[src/rtl/cpu_control_fsm.sv]
// cpu_control_fsm: multi-cycle control unit (fetch/decode/execute/writeback) for the 16-bit CPU.
// Define CTRL_HALT_ON_ILLEGAL_EN to halt on illegal encodings instead of executing them as NOPs.
module cpu_control_fsm #(
    parameter int MEM_LATENCY = 1
) (
    input  logic       clk,
    input  logic       reset,
    input  logic [3:0] OpCode,
    input  logic [3:0] Rdest,
    input  logic [3:0] ImmHi_OpExt,
    input  logic [4:0] psr,
    output logic       instr_en,
    output logic       pc_en,
    output logic [1:0] pc_sel,
    output logic       mem_addr_sel,
    output logic       mem_wr_en,
    output logic       reg_wr_en,
    output logic [1:0] reg_wr_sel,
    output logic       alu_b_sel,
    output logic       imm_zext,
    output logic [3:0] alu_op,
    output logic       psr_en,
    output logic       halted
);
    typedef enum logic [2:0] {FETCH, WAIT, DECODE, EXEC, LOAD_WB, HALT} state_t;
`ifdef CTRL_HALT_ON_ILLEGAL_EN
    localparam bit HALT_EN = 1'b1;
`else
    localparam bit HALT_EN = 1'b0;
`endif
    state_t state, next_state;
    logic wb_wait;
    logic is_load, illegal, cond_true;
    logic [7:0] cond_base;

    function automatic logic flag_op(input logic [3:0] c);
        return c inside {4'b0101, 4'b0110, 4'b0111, 4'b1001, 4'b1011};
    endfunction

    always_ff @(posedge clk) begin
        if (reset) begin
            state   <= FETCH;
            wb_wait <= 1'b0;
        end else begin
            state   <= next_state;
            wb_wait <= (MEM_LATENCY == 2) && state == EXEC && is_load;
        end
    end

    // psr = {C, L, F, Z, N}; odd condition codes are the complement of the even one below them
    always_comb begin
        cond_base = {1'b1, ~psr[0] & ~psr[1], ~psr[3] & ~psr[1], psr[2], psr[0], psr[3], psr[4], psr[1]};
        cond_true = cond_base[Rdest[3:1]] ^ Rdest[0];
        is_load   = OpCode == 4'b0100 && ImmHi_OpExt == 4'b0000;
        illegal   = OpCode inside {4'b1010, 4'b1110}
                 || (OpCode == 4'b0000 && !(ImmHi_OpExt inside {4'b0001, 4'b0010, 4'b0011, 4'b0101,
                                                                 4'b0110, 4'b0111, 4'b1001, 4'b1011, 4'b1101}))
                 || (OpCode == 4'b0100 && ImmHi_OpExt[1:0] != 2'b00)
                 || (OpCode == 4'b1000 && ImmHi_OpExt[3:1] != 3'b000 && ImmHi_OpExt != 4'b0100);
    end

    always_comb begin
        next_state = FETCH;
        case (state)
            FETCH:   next_state = MEM_LATENCY == 2 ? WAIT : DECODE;
            WAIT:    next_state = DECODE;
            DECODE:  next_state = EXEC;
            EXEC:    next_state = is_load ? LOAD_WB : (illegal && HALT_EN) ? HALT : FETCH;
            LOAD_WB: next_state = wb_wait ? LOAD_WB : FETCH;
            HALT:    next_state = HALT;
            default: next_state = FETCH;
        endcase
    end

    // Enables are gated by reset so an interrupted instruction never commits a write
    always_comb begin
        instr_en     = 1'b0;
        pc_en        = 1'b0;
        pc_sel       = 2'b00;
        mem_addr_sel = 1'b0;
        mem_wr_en    = 1'b0;
        reg_wr_en    = 1'b0;
        reg_wr_sel   = 2'b00;
        alu_b_sel    = 1'b0;
        imm_zext     = 1'b0;
        alu_op       = 4'b0000;
        psr_en       = 1'b0;
        if (!reset) begin
            case (state)
                DECODE: instr_en = 1'b1;
                EXEC: begin
                    if (illegal) begin
                        pc_en = !HALT_EN;
                    end else begin
                        case (OpCode)
                            4'b0000: begin
                                alu_op    = ImmHi_OpExt;
                                reg_wr_en = ImmHi_OpExt != 4'b1011;
                                psr_en    = flag_op(ImmHi_OpExt);
                                pc_en     = 1'b1;
                            end
                            4'b1000: begin
                                alu_op    = 4'b1000;
                                alu_b_sel = ImmHi_OpExt[3:1] == 3'b000;
                                reg_wr_en = 1'b1;
                                pc_en     = 1'b1;
                            end
                            4'b0100: begin
                                mem_addr_sel = !ImmHi_OpExt[3];
                                mem_wr_en    = ImmHi_OpExt == 4'b0100;
                                pc_en        = !is_load;
                                reg_wr_en    = ImmHi_OpExt == 4'b1000;
                                reg_wr_sel   = {ImmHi_OpExt == 4'b1000, 1'b0};
                                pc_sel       = {ImmHi_OpExt == 4'b1000 || (ImmHi_OpExt == 4'b1100 && cond_true), 1'b0};
                            end
                            4'b1100: begin
                                pc_en  = 1'b1;
                                pc_sel = {1'b0, cond_true};
                            end
                            default: begin
                                alu_op    = OpCode;
                                alu_b_sel = 1'b1;
                                imm_zext  = OpCode inside {4'b0001, 4'b0010, 4'b0011, 4'b1111};
                                reg_wr_en = OpCode != 4'b1011;
                                psr_en    = flag_op(OpCode);
                                pc_en     = 1'b1;
                            end
                        endcase
                    end
                end
                LOAD_WB: begin
                    mem_addr_sel = 1'b1;
                    if (!wb_wait) begin
                        reg_wr_sel = 2'b01;
                        reg_wr_en  = 1'b1;
                        pc_en      = 1'b1;
                    end
                end
                default: ;
            endcase
        end
    end

`ifdef CTRL_HALT_ON_ILLEGAL_EN
    assign halted = state == HALT;
`else
    assign halted = 1'b0;
`endif
endmodule

[config.mk]
export PLATFORM = sky130hd
export DESIGN_NAME = cpu_control_fsm
export DESIGN_NICKNAME = d
export VERILOG_FILES = /design/src/rtl/cpu_control_fsm.sv
export SDC_FILE = /design/constraint.sdc
export NUM_CORES = 1
export LEC_CHECK = 0
export CAP_MARGIN = 5
export CORE_MARGIN = 2
export CORE_UTILIZATION = 42
export CTS_BUF_LIST = sky130_fd_sc_hd__clkbuf_8
export CTS_CLUSTER_DIAMETER = 40
export CTS_CLUSTER_SIZE = 25
export DETAILED_ROUTE_END_ITERATION = 8
export GPL_TIMING_DRIVEN = 0
export PLACE_DENSITY = 0.84
export REMOVE_ABC_BUFFERS = 1
export SLEW_MARGIN = 20
export SYNTH_ARGS = -nofsm -noshare
export SYNTH_HDL_FRONTEND = slang
export SYNTH_SLANG_ARGS = --single-unit
[constraint.sdc]
create_clock -name clk -period 2.2 [get_ports clk]
set_input_delay 0.33 -clock clk [delete_from_list [all_inputs] [get_ports clk]]
set_output_delay 0.33 -clock clk [all_outputs]
set_load 0.005 [all_outputs]
==> impl_results.md <==
- Chip Height: 46.8 um
- Post-synth ARST share: 0
- Min-Delay Path Depth: 2
- Static Leak: 0.521 nW
- YS warnings: 0
- Finished Cell Area: roughly 1200 um^2
- Initial DRC Count: 49
- Met3 WL: ~110 um
- Drc violations: 0
- Core area: roughly 1700 um^2
- Outcome: finished clean
- Register area: 66.3 um^2
- Reg2Reg Depth: 3
- Mux cell area share after synthesis: 0.0406
- Layout cells sized above 1: 0.369
- Sequential-to-total area share from yosys stat: 0.0779
- Largest family of logic cells by synthesized area: simple AND/OR/NAND/NOR gates
- Filler Cell Count: 150
- Antenna violations before repair: 0
- Largest net degree at the start of global routing: 19
- Compound-cell area share of the yosys netlist: 0.305
- Power Density: 308 nW/um^2
- Hold Path Class: input port to register
- CTS root buffer: clkbuf_8
- Clock skew: between 0.002 and 0.003 ns
- Final TNS setup: 0 ns
- Design Power: 372 uW
- Metal2 WL: roughly 1.3 mm
- Worst skew pair latency: 0.22 ns
- Layout area overhead: 56.7%
- Maxcap violations: 0
- Post-CTS Hold Buffers: 0
- Routed WL: about 2.5 mm
- Worst Path Arrival: around 1.8 ns
- First-pass iteration count of the detailed router: 4
- Hold Vio Cnt, Final: 0
- Die area: approximately 2200 um^2
- Yosys cell types: 51
- Vias in the first global route: between 900 and 1000
- CP required: approximately 1.9 ns
- Reg2reg end: state[2]
- Final Max Tran Viols: 0
- Synth Area in Simple Gates: 0.455
- Post-synth top area cell: dfxtp_1
- Max Used Layer: met4
- Port Buffers: 34
- CP top delay family: compound AO/OA/AOI/OAI gates
- Worst-path clk slew: around 0.030 ns
- Critical Path Slowest Stage Cell: dfxtp_4
- M1 WL: 1.02 mm
- Dominant cells by area after synthesis: dfxtp_1 (7.8%), nor2_1 (4.9%), nor3_1 (4.5%), nor4b_1 (4.5%), a21oi_1 (3.9%)
- RSZ-0062 raised after global routing: yes
- Largest register FFs: 3
- Initial Util: 0.446
- Final HPWL DP: 1.68 mm
- Largest Register: state
- Vias/cell: slightly below 6
- Largest regs: state x3
- Adder-cell share of the synthesized area: 0
- Via count: between 900 and 1000
- Synth Area in XOR/XNOR: 0.0227
- HP Start: reset
- Worst-path fanout max: 9
- Max IR drop VDD: ~0.00019 V
- TritonCTS clock tree: done
- # diodes: 0
- CTS sink cnt: 3
- Fin crit period: 2.15 ns
- Gr ovfl total: 0
- Buf+Inv Stages, Crit Path: 2
- # rows: 15
- Synth Area per Inst: ~7.1 um^2
- WS Path Type: register to output pin
- Multi-input gate area in the final layout: 723 um^2
- Hold-critical path endpoint: state[2]
- Top FF cell, synth: dfxtp_1
- Top cell type's share of synthesized area: 0.0779
- Post-synth EDFFs: 0
- Final nets: between 150 and 200
- TritonCTS buffer count: 3
- Critical Path Max Stage Delay: around 0.36 ns
- Placed inst area: 1080 um^2
- Die width: 46.8 um
- Critical-path cell list: and4bb_2, o311ai_4, a211oi_4, buf_4, o21a_1, clkdlybuf4s15_1
- Final setup vio count: 0
- Netlist Area Pre-Place: slightly below 800 um^2
- Worst R2R Setup Slack: 1.23 ns
- CTS H-tree lvls: 1
- Cells after synthesis: between 100 and 150
- Detail Route Antenna Nets: 0
- Drt wl/cell: 14.9 um
- F_max: about 0.46 GHz
- Total GRT Usage: 0.246
- Reg2reg start: state[2]
- # IOs: 36
- Final Wtd Congestion: between 0.8 and 0.9
- Bufs on Longest Clock Path: 2
- Synth Register Bits: 3
- Final worst-path cycle share: 0.978
- Global-route wire length before repair: approximately 4 mm
- CP Launch Type: register
- CP endpoint kind: output pin
stage by stage:
| stage | std cells | hold WS (ns) | worst slack [ns] | util |
|---|---|---|---|---|
| detailed placement | 157 | 0.559 | -0.839 | 0.626 |
| global route | 166 | 0.385 | -0.0218 | 0.699 |
| floorplan | 98 | 0.399 | 0.577 | - |
| finish | 166 | 0.380 | 0.0487 | 0.699 |
| CTS | 163 | 0.377 | -0.0287 | 0.680 |
| global placement | 157 | 0.533 | -0.812 | 0.626 |
cell families (layout without fill, tap and decap cells):
group | after synthesis | after routing
DFF | 3 | 3
xor gates and xnor gates | 2 | 2
muxes | 3 | 3
other | 1 | 1
buffers and inverters | 14 | 46
AOI/OAI and AO/OA | 30 | 30
and+or+nand+nor | 56 | 56
cell type report:
type | count | area share
multi-input combinational | 92 | 0.599
timing repair buffer | 39 | 0.274
sequential | 3 | 0.0549
clock buffer | 3 | 0.0342
tap | 25 | 0.0259
inverter | 3 | 0.00933
clock inverter | 1 | 0.00311
how the worst max path moves through the flow:
stage                      endpoint  slack, ns  cells after the start           start
final                     alu_b_sel       0.05                      6        state[2]
after CTS                 reg_wr_en      -0.03                      7       OpCode[0]
after global placement    alu_op[2]      -0.81                      6       OpCode[3]
after global routing      alu_op[2]      -0.02                      6  ImmHi_OpExt[3]
after detailed placement  alu_op[2]      -0.84                      6       OpCode[3]
after floorplan           reg_wr_en       0.58                      4       OpCode[0]
worst register-to-register path, cell delays in order (launching register included):
cell	delay, ns
dfxtp_4	0.36
nor4_2	0.25
mux2i_1	0.13
nor3b_2	0.15
what timing repair did:
item / in CTS / in global routing
cloned: 0 / 0
buffers inserted: 2 / 3
pin swaps: 9 / 6
gates resized for setup: 81 / 28
setup endpoints to repair: 14 / 8
endpoints found under the hold margin: 0 / 0
synthesized netlist by cell type (3+ instances only):
library cell,count
nand2_1,8
inv_1,3
a21oi_1,6
o21a_1,4
nor4b_1,4
dfxtp_1,3
nor3_1,7
nor4_1,4
a31oi_1,3
clkbuf_1,3
nor2_1,10
per-layer routing:
metal	vias to the layer above	global-route usage
li1	476	-
met3	2	0.0346
met2	38	0.416
met1	471	0.333
met4	0	0.0444
met5	-	0
power breakdown:
group,internal (mW),switching (mW),total [mW],leakage (nW)
Combinational,0.0737,0.0783,0.152,0.468
Clock,0.119,0.0397,0.159,0.0269
Sequential,0.0566,0.00467,0.0612,0.0260
layout by cell type, fill, tap and decap left out, types with 2 or more instances in the layout:
cell type,netlist,final
nor2_1,10,10
clkdlybuf4s50_1,0,8
nand2_1,8,7
buf_4,2,7
dlygate4sd2_1,0,6
clkbuf_2,2,6
a21oi_1,6,5
buf_2,2,5
nor4b_1,4,4
nor3_1,7,4
o21a_1,4,4
a31oi_1,3,3
inv_1,3,3
nor3_2,0,3
nor4_2,1,3
clkbuf_8,0,3
dlymetal6s2s_1,0,3
nand3b_1,2,2
or2_4,0,2
nand2b_1,2,2
mux2i_1,2,2
or3_1,2,2
nor4_1,4,2
xor2_1,2,2
o21ai_0,2,2
dfxtp_2,0,2
(Power assumes the default switching activity.)
